File: src/rtl/etherneco_syncgpio_slave_ex.sv
// etherneco_syncgpio_slave_ex: inline sync-GPIO slave that captures global/own-slot payload bytes
// and overwrites masked bits with outgoing GPIO values through a one-stage valid/ready register.
module etherneco_syncgpio_slave_ex #(
  parameter int          GLOBAL_BYTES = 4,
  parameter int          LOCAL_BYTES  = 4,
  parameter int          LOCAL_OFFSET = 0,
  parameter int          MAX_NODES    = 16,
  parameter logic [7:0]  PACKET_TYPE  = 8'h10,
  parameter int          COUNT_BITS   = 16
) (
  input  logic                      clk,
  input  logic                      reset,
  input  logic [7:0]                node_id,
  input  logic [GLOBAL_BYTES*8-1:0] global_tx_mask,
  input  logic [GLOBAL_BYTES*8-1:0] global_tx_data,
  input  logic [LOCAL_BYTES*8-1:0]  local_tx_mask,
  input  logic [LOCAL_BYTES*8-1:0]  local_tx_data,
  output logic [GLOBAL_BYTES*8-1:0] global_rx_data,
  output logic [LOCAL_BYTES*8-1:0]  local_rx_data,
  output logic                      rx_valid,
  output logic                      rx_drop,
  input  logic                      rx_start,
  input  logic                      rx_end,
  input  logic                      rx_error,
  input  logic [7:0]                rx_type,
  input  logic [7:0]                rx_node,
  input  logic                      s_packet_payload,
  input  logic                      s_packet_fcs,
  input  logic                      s_packet_crc_en,
  input  logic                      s_packet_crc_first,
  input  logic                      s_packet_first,
  input  logic                      s_packet_last,
  input  logic [7:0]                s_packet_data,
  input  logic                      s_packet_valid,
  output logic                      s_packet_ready,
  output logic                      m_packet_payload,
  output logic                      m_packet_fcs,
  output logic                      m_packet_crc_en,
  output logic                      m_packet_crc_first,
  output logic                      m_packet_first,
  output logic                      m_packet_last,
  output logic [7:0]                m_packet_data,
  output logic                      m_packet_valid,
  input  logic                      m_packet_ready
);
  localparam int GW = GLOBAL_BYTES * 8;
  localparam int LW = LOCAL_BYTES * 8;
  localparam int CW = COUNT_BITS + 8;
  typedef enum logic [1:0] {IDLE, ACTIVE, BYPASS} state_t;
  state_t state_q, state_d;
  logic [COUNT_BITS-1:0] cnt_q, cnt_d;
  logic [GW-1:0] g_mask_q, g_mask_d, g_data_q, g_data_d, g_stage_q, g_stage_d, g_rx_q, g_rx_d;
  logic [LW-1:0] l_mask_q, l_mask_d, l_data_q, l_data_d, l_stage_q, l_stage_d, l_rx_q, l_rx_d;
  logic rx_valid_q, rx_valid_d, rx_drop_q, rx_drop_d, m_valid_q, m_valid_d;
  logic [13:0] m_q, m_d;
  logic accept, pay_acc, fresh, loc_en, active, end_ok, commit, drop, modify;
  logic [CW-1:0] cnt_w, base;
  logic [7:0] mb, db;
  logic unused_rx_node;
  assign unused_rx_node = ^rx_node;
  assign s_packet_ready = !m_valid_q || m_packet_ready;
  assign accept = s_packet_valid && s_packet_ready;
  assign pay_acc = accept && s_packet_payload;
  assign fresh = cnt_q == '0;
  assign cnt_w = CW'(cnt_q);
  assign base = CW'(GLOBAL_BYTES + LOCAL_OFFSET) + CW'(node_id) * CW'(LOCAL_BYTES);
  assign loc_en = int'(node_id) < MAX_NODES;
  assign {m_packet_payload, m_packet_fcs, m_packet_crc_en, m_packet_crc_first,
          m_packet_first, m_packet_last, m_packet_data} = m_q;
  assign m_packet_valid = m_valid_q;
  assign global_rx_data = g_rx_q;
  assign local_rx_data = l_rx_q;
  assign rx_valid = rx_valid_q;
  assign rx_drop = rx_drop_q;
  always_ff @(posedge clk or negedge reset)
    if (!reset) state_q <= IDLE;
    else state_q <= state_d;
  // A restart on rx_start wins over rx_end; the old packet's verdict is taken from state_q.
  always_comb state_d = rx_start ? (rx_type == PACKET_TYPE ? ACTIVE : BYPASS) :
                        rx_end ? IDLE : state_q;
  always_comb begin
    active = state_q == ACTIVE;
    end_ok = cnt_w >= CW'(GLOBAL_BYTES) && (!loc_en || cnt_w >= base + CW'(LOCAL_BYTES));
    commit = rx_end && active && !rx_error && end_ok;
    drop = rx_end && active && !commit;
  end
  always_comb begin
    g_mask_d = fresh && pay_acc ? global_tx_mask : g_mask_q;
    g_data_d = fresh && pay_acc ? global_tx_data : g_data_q;
    l_mask_d = fresh && pay_acc ? local_tx_mask : l_mask_q;
    l_data_d = fresh && pay_acc ? local_tx_data : l_data_q;
    mb = '0;
    db = '0;
    g_stage_d = g_stage_q;
    l_stage_d = l_stage_q;
    for (int i = 0; i < LOCAL_BYTES; i++)
      if (loc_en && cnt_w >= CW'(GLOBAL_BYTES) && cnt_w == base + CW'(i)) begin
        mb = l_mask_d[8*i+:8];
        db = l_data_d[8*i+:8];
        l_stage_d[8*i+:8] = pay_acc ? s_packet_data : l_stage_q[8*i+:8];
      end
    // Global loop runs last so it overrides any overlapping local slot.
    for (int i = 0; i < GLOBAL_BYTES; i++)
      if (cnt_w == CW'(i)) begin
        mb = g_mask_d[8*i+:8];
        db = g_data_d[8*i+:8];
        g_stage_d[8*i+:8] = pay_acc ? s_packet_data : g_stage_q[8*i+:8];
      end
    modify = active && s_packet_payload && !s_packet_fcs;
    cnt_d = rx_start ? '0 : pay_acc && !(&cnt_q) ? cnt_q + COUNT_BITS'(1) : cnt_q;
    m_valid_d = accept ? 1'b1 : m_packet_ready ? 1'b0 : m_valid_q;
    m_d = accept ? {s_packet_payload, s_packet_fcs, s_packet_crc_en, s_packet_crc_first,
                    s_packet_first, s_packet_last,
                    modify ? (s_packet_data & ~mb) | (db & mb) : s_packet_data} : m_q;
    g_rx_d = commit ? g_stage_q : g_rx_q;
    l_rx_d = commit && loc_en ? l_stage_q : l_rx_q;
    rx_valid_d = commit;
    rx_drop_d = drop;
  end
  always_ff @(posedge clk or negedge reset)
    if (!reset) begin
      cnt_q <= '0;
      g_mask_q <= '0;
      g_data_q <= '0;
      g_stage_q <= '0;
      g_rx_q <= '0;
      l_mask_q <= '0;
      l_data_q <= '0;
      l_stage_q <= '0;
      l_rx_q <= '0;
      rx_valid_q <= 1'b0;
      rx_drop_q <= 1'b0;
      m_valid_q <= 1'b0;
      m_q <= '0;
    end else begin
      cnt_q <= cnt_d;
      g_mask_q <= g_mask_d;
      g_data_q <= g_data_d;
      g_stage_q <= g_stage_d;
      g_rx_q <= g_rx_d;
      l_mask_q <= l_mask_d;
      l_data_q <= l_data_d;
      l_stage_q <= l_stage_d;
      l_rx_q <= l_rx_d;
      rx_valid_q <= rx_valid_d;
      rx_drop_q <= rx_drop_d;
      m_valid_q <= m_valid_d;
      m_q <= m_d;
    end
endmodule

File: config.mk
export PLATFORM = sky130hd
export DESIGN_NAME = etherneco_syncgpio_slave_ex
export DESIGN_NICKNAME = d
export VERILOG_FILES = /design/src/rtl/etherneco_syncgpio_slave_ex.sv
export SDC_FILE = /design/constraint.sdc
export NUM_CORES = 1
export LEC_CHECK = 0
export CAP_MARGIN = 20
export CORE_MARGIN = 4
export CORE_UTILIZATION = 35
export DETAILED_ROUTE_END_ITERATION = 12
export PLACE_DENSITY_LB_ADDON = 0.25
export SYNTH_ARGS = -nofsm -noshare
export SYNTH_HDL_FRONTEND = slang
export SYNTH_SLANG_ARGS = --single-unit
File: constraint.sdc
create_clock -name clk -period 6.4 [get_ports clk]
set_input_delay 0.64 -clock clk [delete_from_list [all_inputs] [get_ports clk]]
set_output_delay 0.64 -clock clk [all_outputs]
set_load 0.05 [all_outputs]
## Word level (Yosys, flattened, before mapping)

Index checks and enable logic that the tools add are counted.

- Add/subtract/negate cells: 6
- Magnitude comparators: 3
- Eq/ne operators: 9
- Muxes and demuxes: 28
- Bitwise gates (word level): 4
- Reduce and logical (&&, ||, !) cells: 39

Operator list:

| cell | number |
|---|---|
| $mux W8 | 17 |
| $mux W32 | 4 |
| $eq A16 B12 Y1 | 3 |
| $eq A16 B2 Y1 const B | 2 |
| $mux W16 | 2 |
| $add A11 B2 Y12 const B | 2 |
| $logic_not A24 Y1 | 1 |
| $logic_and A1 B1 Y1 | 17 |
| $add A16 B1 Y16 const B | 1 |
| $and A8 B8 Y8 | 2 |
| $eq A16 B1 Y1 const B | 1 |
| $eq A16 B11 Y1 | 1 |
| $ge A16 B12 Y1 | 1 |
| $ge A16 B3 Y1 const B | 1 |
| $logic_not A16 Y1 | 1 |
| $reduce_and A16 Y1 | 1 |
| $reduce_and A2 Y1 | 8 |
| $add A11 B1 Y12 const B | 1 |
| $add A11 B3 Y12 const B | 1 |
| $add A3 B10 Y11 const A | 1 |
| $eq A8 B5 Y1 const B | 1 |
| $lt A8 B5 Y1 const B | 1 |
| $not A8 Y8 | 1 |
| $or A8 B8 Y8 | 1 |
| other kinds (6) | 17 |

- Bits in registers: 291
- Output and inout bits: 82
- Word-level logic and storage cells: 109

## Longest topological paths before layout

Gate-level depths: netlist (run 1).

- Word-level depth: 18
- Mapped depth: 14

## Worst setup path before layout (run 1)

OpenSTA, ideal clock, no wires.

- Path type: input -> register
- From: in node_id[0]
- To: reg g_rx_q[27], in the netlist global_rx_data[27]
- Setup time: 0.128 ns
- Data arrival time: 3.508 ns
- Path slack: 2.765 ns
- Stages on the path: 13
- Path buffers: 1
- Cells stage by stage: ha_1 -> xnor2_1 -> o31ai_1 -> a21boi_0 -> xor2_1 -> ha_1 -> a21oi_1 -> o21ai_0 -> a41o_1 -> a2111oi_2 -> nor2_1 -> buf_2 -> mux2_1

- Word-level cells in the longest chain between the ends: 6
- Elaborated cells on any way between the ends: 8

RTL lines:

| element | line | source |
|---|---|---|
| start, declared | 13 | `input logic [7:0] node_id,` |
| $add A3 B10 Y11 | 66 | `assign base = CW'(GLOBAL_BYTES + LOCAL_OFFSET) + CW'(node_id) * CW'(LOCAL_BYTES);` |
| $add A11 B3 Y12 | 83 | `end_ok = cnt_w >= CW'(GLOBAL_BYTES) && (!loc_en \|\| cnt_w >= base + CW'(LOCAL_BYTES));` |
| $ge A16 B12 Y1 | 83 |  |
| $logic_or A1 B1 Y1 * | 83 |  |
| $logic_and A1 B1 Y1 * | 83 |  |
| $logic_and A1 B1 Y1 * | 84 | `commit = rx_end && active && !rx_error && end_ok;` |
| via commit | 56 | `logic accept, pay_acc, fresh, loc_en, active, end_ok, commit, drop, modify;` |
| end signal, assigned | 140 | `g_rx_q <= g_rx_d;` |
| end, declared | 52 | `logic [GW-1:0] g_mask_q, g_mask_d, g_data_q, g_data_d, g_stage_q, g_stage_d, g_rx_q, g_rx_d;` |

The timed path passes the listed nets; every way through them passes the cells marked *.
A chain may end at the register's enable or synchronous reset.

## Worst setup path in the final report (run 1)

- From: in node_id[0]
- To: reg g_rx_q[27], in the netlist global_rx_data[27]

- Word-level cells in the longest chain between the ends: 6
- Elaborated cells on any way between the ends: 8

RTL lines:

| element | line |
|---|---|
| $add A3 B10 Y11 | 66 |
| $add A11 B3 Y12 | 83 |
| $ge A16 B12 Y1 | 83 |
| $logic_or A1 B1 Y1 * | 83 |
| $logic_and A1 B1 Y1 * | 83 |
| $logic_and A1 B1 Y1 * | 84 |

Mark *: on every way between the ends. The rest lies on a longest branch, timed or not.

==> out/results.tsv, run 1 <==
stage	metric	value	unit
critical_path	Critical Path Start Type	input port	
sta	final hold viol count	0	
critical_path	CP dominant cell by count	ha_1	
power	worst vdd ir	0.164	mV
floorplanning	chip height	205	um
synthesis	largest family of logic cells by synthesized area	multiplexers	
global_routing	initial antenna violation count	2	
critical_path	CP startpoint	node_id[0]	
global_routing	first-pass GRT wire length	63500	um
synthesis	post-synthesis mux area share	15.8	%
sta	fmax	235	MHz
placed_design	Cells after DPL	1938	
clocking	CTS Root Cell	clkbuf_16	
critical_path	CP Class	input port to flop	
sta	Slew @ Worst Pin	1.09	ns
min_path	min-delay worst type	input port to asynchronous set/reset pin	
synthesis	Synth area leader	dfrtp_1	
run	MaxCap Viol Count	0	
placed_design	Post-DP HPWL	28600	um
power	pwr dens	286	nW/um^2
global_routing	vias in the first global route	10550	
sta	min Tclk post-route	4.25	ns
floorplanning	IO Count	255	
synthesis	top cells by area, synth	dfrtp_1 (54%), mux2_2 (15%), nand2_1 (7.6%)	
critical_path	crit path DAT	4.67	ns
layout	commonest cells after routing, fill and taps aside	dfrtp_1 (291), nand2_1 (273), clkdlybuf4s50_1 (245), mux2_2 (180), nor2_1 (57)	
clocking	htree depth	2	
synthesis	post-synthesis sequential area ratio	53.8	%
critical_path	family with the most delay on the worst path	compound AO/OA/AOI/OAI gates	
critical_path	Crit path required time	6.81	ns
placed_design	Placer Congestion	0.843	
route	DRC	0	
synthesis	adder-cell share of the synthesized area	1.48	%
layout	P&R area growth vs syn	30.4	%
clocking	Clock Path Buffers	3	
layout	Fill cells	3520	
critical_path	Max stage delay on crit path	0.64	ns
synthesis	Synth top area share	53.8	%
global_routing	Global Route Usage Sum	19.6	%
clocking	clock slew at reported path FFs	0.06	ns
floorplanning	core area	37900	um^2
layout	layout cells sized above 1	18.4	%
synthesis	post-synthesis simple-gate area fraction	15.3	%
clocking	Setup Fix Bufs, Post-CTS	0	
synthesis	ys async rst share	100	%
synthesis	syn_area_per_cell	11.0	um^2
synthesis	syn nets	1424	
sta	Rel. slew slack	27.2	%
route	routed length per instance	20.8	um
route	Routed Antenna Nets	0	
global_routing	GRT Residual Overflow	0	
floorplanning	die area	41900	um^2
route	Avg Vias per Cell	5.20	
sta	RSZ-0062 raised after global routing	false	
floorplanning	starting density of the core	35.7	%
synthesis	Yosys reg bits	291	
critical_path	CP bufs+invs	1	
route	DRT iter0 DRCs	631	
floorplanning	Site Rows	71	
clocking	CTS-repair resized insts	0	
clocking	CTS tree	done	
placed_design	IO buf count	246	
sta	period utilization	66.4	%
critical_path	FF-to-FF Start	cnt_q[5]$_DFFE_PN0P_	
clocking	clk sinks	291	
critical_path	Slowest-stage cell, CP	a2111oi_2	
synthesis	post-synthesis compound-gate area fraction	8.75	%
critical_path	Critical Path Sink Type	flop	
synthesis	Yosys warning total	0	
synthesis	XOR/XNOR Fraction of Synth Area	1.98	%
route	detailed-router iteration count before antenna repair	5	
synthesis	Mapped Cells	1235	
clocking	Num CTS Buffers	34	
critical_path	crit path cell chain	clkdlybuf4s50_1 -> ha_1 -> xnor2_1 -> o31ai_1 -> a21boi_0 -> xor2_1 -> ha_1 -> a21oi_1 -> o21ai_0 -> a41o_1 -> a2111oi_2 -> nor2_4 -> mux2_1	
layout	commonest non-fill, non-tap cell in the layout	dfrtp_1	
layout	antenna cells	0	
floorplanning	Die Wd	205	um
synthesis	EDFF count, synth	0	
sta	setup TNS	0	ns
synthesis	Yosys cell types	72	
clocking	hold buffer count at cts	0	
critical_path	critical path fanouts, max	34	
synthesis	ys flop type	dfrtp_1	
sta	max-slew violation count	0	
layout	nets@finish	1652	
synthesis	Cell Area, Synth	13500	um^2
layout	Finished Layout Cells	1998	
outcome	status	finished, final reports clean	
sta	skew final	0.0177	ns
clocking	worst skew pair latency	0.54	ns
power	P_leak	7.91	nW
sta	Final setup viols	0	
route	routed vias	10389	
global_routing	largest net degree at the start of global routing	134	
route	final wirelength	41700	um
area by class of cell:
| type | count | area (um^2) | area share (%) |
|---|---|---|---|
| clock inverters | 14 | 254 | 1.44 |
| multi-input cells | 862 | 5880 | 33.3 |
| clock buffers | 46 | 957 | 5.42 |
| repair buffers | 262 | 2600 | 14.7 |
| well taps | 511 | 639 | 3.62 |
| flip-flops and latches | 291 | 7280 | 41.2 |
| inverters | 12 | 45.0 | 0.255 |
stage by stage:
stage	utilization [%]	hold WS [ns]	setup WS [ns]	instance area, um^2	total power [W]
after CTS	46.5	0.132	2.11	17700	0.00512
after detailed placement	43.4	0.454	1.58	16400	0.00298
after global placement	43.4	0.452	1.60	16400	0.00296
final	46.5	0.121	2.15	17700	0.00506
after global routing	46.5	0.171	1.88	17700	0.00529
after floorplan	-	0.344	2.76	13500	0.00265
sequential cells by signal, summed over array words and instances (netlist names):
signal and cells:
l_data_q 32, l_stage_q 32, local_rx_data 32, m_q 14, g_stage_q 32, rx_valid 1
rx_drop 1, state_q 2, g_mask_q 32, g_data_q 32, m_packet_valid 1, global_rx_data 32
l_mask_q 32, cnt_q 16
report_power, final:
| group | switching [W] | internal, W |
|---|---|---|
| Clock | 0.000809 | 0.00130 |
| Combinational | 0.000439 | 0.000342 |
| Sequential | 0.0000812 | 0.00209 |
| Total | 0.00133 | 0.00373 |
cell usage after synthesis (11+ instances only):
master    instances
a21oi_1          23
a221oi_1         13
a31oi_1          23
buf_2            17
clkbuf_1         40
dfrtp_1         291
ha_1             16
inv_1            12
mux2_2          180
nand2_1         274
nand3_1          48
nand4_1          13
nor2_1           59
nor3_1           12
o21ai_0          27
o31ai_1          11
xnor2_1          12
xor2_1           16
worst paths after layout:
| kind | cells past startpoint | to | slack, ns |
|---|---|---|---|
| min | 1 | l_data_q[2]$_DFF_PN0_ | 0.12 |
| max reg2reg | 11 | m_q[5]$_DFFE_PN0P_ | 2.26 |
| max | 13 | global_rx_data[27]$_DFFE_PN0P_ | 2.15 |
| min in group clk | 2 | l_data_q[22]$_DFF_PN0_ | 0.47 |
| max in group asynchronous | 2 | rx_valid$_DFF_PN0_ | 4.88 |
| min reg2reg | 2 | l_data_q[22]$_DFF_PN0_ | 0.47 |
worst register-to-register path, cell delays in order (launching register included):
cell	delay, ns
dfrtp_1	0.54
nor4_2	0.51
nand4b_4	0.14
buf_4	0.27
nor2_4	0.55
buf_4	0.50
buf_4	0.49
mux2_2	0.44
a211o_1	0.26
a21oi_1	0.19
a22oi_1	0.09
o31ai_1	0.08
routing by layer:
metal	share of wire, %	track usage (%)
met5	0.065	0
met4	2.0	5.14
met3	7.4	5.29
met2	47	31.9
met1	44	25.9
cells by family (layout without fill, tap and decap cells):
group | Yosys count | count (layout)
compound gates | 165 | 165
xor+xnor | 29 | 29
fa+ha+maj | 16 | 16
buf+inv | 82 | 334
flops | 291 | 291
mux | 190 | 190
other cells | 1 | 1
simple gates | 461 | 461
(Power assumes the default switching activity.)
==> run 2: changes to the inputs <==
clock period = 4.2 ns   (was 6.4 ns; I/O delays follow)
==> run 2 against run 1 <==
Critical path depth is 1 higher. Wire length is 0.40% higher. Die area stayed put. Flip-flop and latch count stayed put. Clock skew is 0.0032 ns lower. Combinational power is 59% higher. Final cell count is 1.9% higher. Sequential power is 52% higher. Global-route usage is 0.22 points higher. Total power is 52% higher. Worst setup slack worse by 1.7 ns. Non-clock buffer count is 37 higher.
==> out/results.tsv, run 2 (synthesis gave the netlist of run 1 again) <==
stage	metric	value	unit	change
outcome	status	finished, final reports clean		
layout	antenna cells	0		unchanged
clocking	clock slew at reported path FFs	0.06	ns	about the same
power	Tot Pwr	0.00766	W	+52%
sta	Final setup viols	0		unchanged
global_routing	GRT Residual Overflow	0		unchanged
clocking	CTS tree	done		
global_routing	initial antenna violation count	1		-1
critical_path	crit path DAT	4.13	ns	-0.54 ns
clocking	Num CTS Buffers	34		unchanged
layout	P&R area growth vs syn	32.6	%	
critical_path	FF-to-FF Start	cnt_q[0]$_DFFE_PN0P_		
sta	skew final	0.0145	ns	-0.00318 ns
route	wire length on met2	19400	um	-0.67%
critical_path	CP startpoint	node_id[0]		
sta	Rel. slew slack	30.1	%	+2.9 points
route	Routed Antenna Nets	0		unchanged
floorplanning	IO Count	255		unchanged
clocking	hold buffer count at cts	0		unchanged
global_routing	largest net degree at the start of global routing	121		-9.7%
route	detailed-router iteration count before antenna repair	5		unchanged
critical_path	family with the most delay on the worst path	simple AND/OR/NAND/NOR gates		
critical_path	Critical Path Sink Type	flop		
sta	RSZ-0062 raised after global routing	false		
route	Top Layer Used	met5		
power	P_leak	8.11	nW	+2.5%
layout	commonest cells after routing, fill and taps aside	dfrtp_1 (291), nand2_1 (273), clkdlybuf4s50_1 (245), mux2_2 (180), nor2_1 (57)		
sta	Hold Slack	0.0200	ns	-0.101 ns
critical_path	Slowest-stage cell, CP	nor2_4		
critical_path	r2r setup slk	0.72	ns	-1.54 ns
run	MaxCap Viol Count	0		unchanged
critical_path	Max stage delay on crit path	0.79	ns	+0.15 ns
global_routing	vias in the first global route	10806		+2.4%
power	worst vdd ir	0.279	mV	+70%
global_routing	first-pass GRT wire length	64600	um	+1.8%
route	routed vias	10380		-0.087%
route	DRT iter0 DRCs	691		+9.5%
route	M1 wire length	18700	um	+2.5%
clocking	worst skew pair latency	0.52	ns	-0.02 ns
floorplanning	die area	41900	um^2	unchanged
placed_design	Post-DP HPWL	29200	um	+1.8%
route	routed length per instance	20.5	um	-1.5%
critical_path	Critical Path Start Type	input port		
clocking	CTS Root Cell	clkbuf_16		
sta	max-slew violation count	0		unchanged
layout	commonest non-fill, non-tap cell in the layout	dfrtp_1		
sta	fmax	267	MHz	
critical_path	CP dominant cell by count	ha_1		
min_path	min-delay worst type	input port to asynchronous set/reset pin		
global_routing	Global Route Usage Sum	19.8	%	+0.22 points
critical_path	Crit path required time	4.59	ns	-2.22 ns
placed_design	IO buf count	246		unchanged
floorplanning	chip height	205	um	unchanged
route	final wirelength	41800	um	+0.40%
layout	nets@finish	1689		+2.2%
sta	setup TNS	0	ns	unchanged
critical_path	FF-to-FF path depth	10		-1
sta	Slew @ Worst Pin	1.05	ns	-0.0439 ns
floorplanning	core area	37900	um^2	unchanged
sta	period utilization	89.2	%	
power	pwr dens	427	nW/um^2	+49%
floorplanning	Die Wd	205	um	unchanged
sta	final hold viol count	0		unchanged
critical_path	crit path cell chain	clkdlybuf4s50_1 -> ha_1 -> xnor2_1 -> o31ai_1 -> a21boi_0 -> xor2_1 -> ha_1 -> nand2_1 -> o21ai_0 -> a41o_1 -> a2111oi_2 -> buf_4 -> nor2_4 -> mux2_2		
layout	layout cells sized above 1	20.4	%	+2.0 points
critical_path	worst reg2reg endpoint	m_q[5]$_DFFE_PN0P_		
placed_design	Placer Congestion	0.803		-4.7%
critical_path	CP bufs+invs	2		+1
floorplanning	starting density of the core	35.7	%	unchanged
clocking	Clock Path Buffers	3		unchanged
critical_path	CP Class	input port to flop		
route	DRC	0		unchanged
clocking	clk sinks	291		unchanged
layout	utilization after layout	47.3	%	+0.79 points
floorplanning	Site Rows	71		unchanged
sta	min Tclk post-route	3.75	ns	
critical_path	critical path fanouts, max	34		unchanged
clocking	htree depth	2		unchanged
route	Avg Vias per Cell	5.10		-2.0%
route	routed wl met3	3020	um	-2.3%
clocking	Setup Fix Bufs, Post-CTS	0		unchanged
clocking	CTS-repair resized insts	0		unchanged
run 2: where the power goes:
part	total, W	switching (W)	internal, W	leakage [nW]
sequential	0.00330	0.000123	0.00318	3.78
clock	0.00312	0.00118	0.00194	0.591
combinational	0.00124	0.000680	0.000559	3.74
total	0.00766	0.00199	0.00568	8.11
run 2: worst max path at each step:
stage | endpoint | slack [ns] | cells after the start
6_report | global_rx_data[6]$_DFFE_PN0P_ | 0.45 | 14
3_5_place_dp | global_rx_data[6]$_DFFE_PN0P_ | -0.09 | 14
5_1_grt | global_rx_data[6]$_DFFE_PN0P_ | 0.16 | 14
3_3_place_gp | global_rx_data[4]$_DFFE_PN0P_ | -0.07 | 14
2_1_floorplan | global_rx_data[27]$_DFFE_PN0P_ | 0.78 | 13
4_1_cts | global_rx_data[6]$_DFFE_PN0P_ | 0.44 | 14
run 2: layout make-up:
class,count,area [um^2]
Sequential cell,291,7280
Tap cell,511,639
Multi-Input combinational cell,862,5880
Timing Repair Buffer,299,2920
Inverter,12,45.0
Clock inverter,5,78.8
Clock buffer,56,1120
Fill cell,3565,20000
run 2: per-layer routing:
layer	global-route usage, %	vias up
met5	0	-
met2	31.6	305
met1	27.2	5121
li1	-	4901
met4	4.57	2
met3	5.14	51
run 2: through the flow:
stage	area, um^2	cells	worst slack, ns
after floorplan	13500	1235	0.785
after global placement	16800	1975	-0.0726
after detailed placement	16800	1975	-0.0869
after CTS	18000	2036	0.441
after global routing	18000	2036	0.161
final	18000	2036	0.452
==> run 3: changes to the inputs <==
CORE_MARGIN = unset   (was 4)
CORE_UTILIZATION = 53   (was 35)
==> run 3 against run 2 <==
Maximum frequency is 0.46% lower. Combinational power down 4%. Total power is 6.4% lower. Non-clock buffer count decreased by 18. Sequential power about the same. Wire length fell by 11%. Clock power shrank 14%. Worst setup slack got worse by 0.017 ns. Sequential share of layout area up 1.3 points. Hold slack better by 0.38 ns. Highest routed layer unchanged.
==> out/results.tsv, run 3 (synthesis gave the netlist of run 1 again) <==
stage	metric	value	unit	change
sta	fmax	266	MHz	-0.46%
critical_path	CP startpoint	node_id[0]		
outcome	status	finished, final reports clean		
placed_design	IO buf count	246		unchanged
placed_design	Post-DP HPWL	26000	um	-11%
floorplanning	Die Wd	162	um	-21%
power	Tot Pwr	0.00717	W	-6.4%
sta	Slew @ Worst Pin	1.01	ns	-0.0327 ns
route	routed vias	10636		+2.5%
critical_path	critical path fanouts, max	34		unchanged
route	detailed-router iteration count before antenna repair	5		unchanged
layout	sequential cell area	7280	um^2	unchanged
clocking	clock slew at reported path FFs	0.06	ns	about the same
global_routing	largest net degree at the start of global routing	115		-5.0%
power	P_leak	7.94	nW	-2.1%
route	routed length per instance	20.3	um	-1.2%
clocking	Clock Path Buffers	3		unchanged
power	worst vdd ir	0.380	mV	+36%
critical_path	Critical Path Start Type	input port		
critical_path	Critical Path Sink Type	flop		
sta	Rel. slew slack	32.3	%	+2.2 points
layout	P&R area growth vs syn	28.6	%	
critical_path	CP Class	input port to flop		
floorplanning	chip height	162	um	-21%
placed_design	dpl cell area	16400	um^2	-2.2%
layout	area of the multi-input gates	5880	um^2	about the same
critical_path	Crit path required time	4.63	ns	+0.04 ns
sta	final hold viol count	0		unchanged
run	MaxCap Viol Count	0		unchanged
sta	max-slew violation count	0		unchanged
sta	Hold Slack	0.403	ns	+0.383 ns
sta	Final setup viols	0		unchanged
global_routing	GRT Residual Overflow	0		unchanged
clocking	htree depth	1		-1
clocking	CTS Root Cell	clkbuf_16		
critical_path	Max stage delay on crit path	0.65	ns	-0.14 ns
layout	commonest non-fill, non-tap cell in the layout	dfrtp_1		
clocking	Setup Fix Bufs, Post-CTS	0		unchanged
global_routing	vias in the first global route	10733		-0.68%
min_path	worst hold path startpoint	s_packet_first		
route	DRT iter0 DRCs	952		+38%
global_routing	Global Route Usage Sum	28.6	%	+8.9 points
critical_path	crit path cell chain	clkdlybuf4s50_1 -> ha_1 -> xnor2_1 -> o31ai_1 -> a21boi_0 -> xor2_1 -> ha_1 -> a21oi_1 -> o21ai_0 -> a41o_1 -> a2111oi_2 -> nor2_4 -> mux2_1		
layout	commonest cells after routing, fill and taps aside	dfrtp_1 (291), nand2_1 (273), clkdlybuf4s50_1 (245), mux2_2 (180), nor2_1 (58)		
route	Avg Vias per Cell	5.80		+14%
clocking	worst skew pair latency	0.55	ns	+0.03 ns
sta	skew final	0.00755	ns	-0.00694 ns
floorplanning	Site Rows	58		-18%
placed_design	Placer Congestion	0.892		+11%
critical_path	CP dominant cell by count	ha_1		
min_path	min-delay worst type	input port to flop		
layout	layout cells sized above 1	19.1	%	-1.3 points
clocking	CTS tree	done		
placed_design	Cells after DPL	1775		-10%
power	pwr dens	412	nW/um^2	-3.4%
layout	nets@finish	1667		-1.3%
critical_path	FF-to-FF Start	cnt_q[5]$_DFFE_PN0P_		
sta	setup TNS	0	ns	unchanged
sta	RSZ-0062 raised after global routing	false		
route	routed wl met3	2990	um	-0.80%
clocking	CTS-repair resized insts	0		unchanged
route	M1 wire length	15200	um	-18%
layout	Fill cells	1914		-46%
route	DRC	0		unchanged
route	Top Layer Used	met5		
clocking	hold buffer count at cts	1		+1
global_routing	initial antenna violation count	4		+3
sta	period utilization	89.6	%	+0.41 points
route	wire length on met2	18100	um	-6.7%
clocking	clk sinks	291		unchanged
layout	Finished Layout Cells	1833		-10%
floorplanning	starting density of the core	53.9	%	+18 points
sta	min Tclk post-route	3.77	ns	+0.0174 ns
clocking	Num CTS Buffers	30		-12%
layout	fin area	17400	um^2	-3.0%
critical_path	crit path DAT	4.19	ns	+0.06 ns
route	final wirelength	37200	um	-11%
floorplanning	die area	26200	um^2	-37%
global_routing	first-pass GRT wire length	58400	um	-9.6%
floorplanning	IO Count	255		unchanged
route	Routed Antenna Nets	0		unchanged
critical_path	Slowest-stage cell, CP	a2111oi_2		
floorplanning	core area	25100	um^2	-34%
## run 3: changes by cell type in the layout (fill, tap and decap cells not counted), sizes merged
cell	previous run	this run
buf	54	35
clkbuf	56	45
clkinv	3	7
diode	0	3
bufinv	2	1
dlygate4sd3	0	1
inv	12	13
## run 3: per-stage QoR
step / setup slack, ns / util (%)
floorplan: 0.785 / -
global placement: -0.124 / 65.3
finish: 0.435 / 69.3
CTS: 0.397 / 69.3
global route: 0.189 / 69.3
detailed placement: -0.143 / 65.3
## run 3: where the power goes
part           internal (W)  switching (W)
clock network       0.00158        0.00109
registers           0.00318       0.000132
logic              0.000534       0.000657
## run 3: critical path, delay by kind of cell
kind | cells | cell delay [ns]
multiplexers | 1 | 0.40
buffers and inverters | 1 | 0.45
adder cells (fa/ha/maj) | 2 | 0.53
AO/OA/AOI/OAI | 6 | 1.48
AND/OR/NAND/NOR | 1 | 0.34
XOR/XNOR | 2 | 0.54
## run 3: final timing paths
path / slack (ns) / cells past startpoint / endpoint
setup / recovery: 0.43 / 13 / global_rx_data[27]$_DFFE_PN0P_
hold / removal: 0.40 / 3 / m_q[9]$_DFFE_PN0P_
setup reg to reg: 0.62 / 8 / m_q[5]$_DFFE_PN0P_
hold reg to reg: 0.47 / 2 / l_data_q[31]$_DFF_PN0_
max in group asynchronous: 2.61 / 3 / global_rx_data[18]$_DFFE_PN0P_
min in group asynchronous: 0.54 / 2 / g_data_q[8]$_DFF_PN0_
## run 3: final cells by class
type,instances,area share (%)
flip-flops and latches,291,41.8
multi-input cells,862,33.7
repair buffers,281,16.0
clock buffers,45,5.33
well taps,330,2.37
clock inverters,9,0.446
inverters,12,0.259
diodes,3,0.0431
## run 3: metal layers
metal	vias up	track usage (%)
li1	4860	-
met1	5286	37.2
met2	431	48.6
met3	57	6.05
met4	2	7.93
met5	-	0
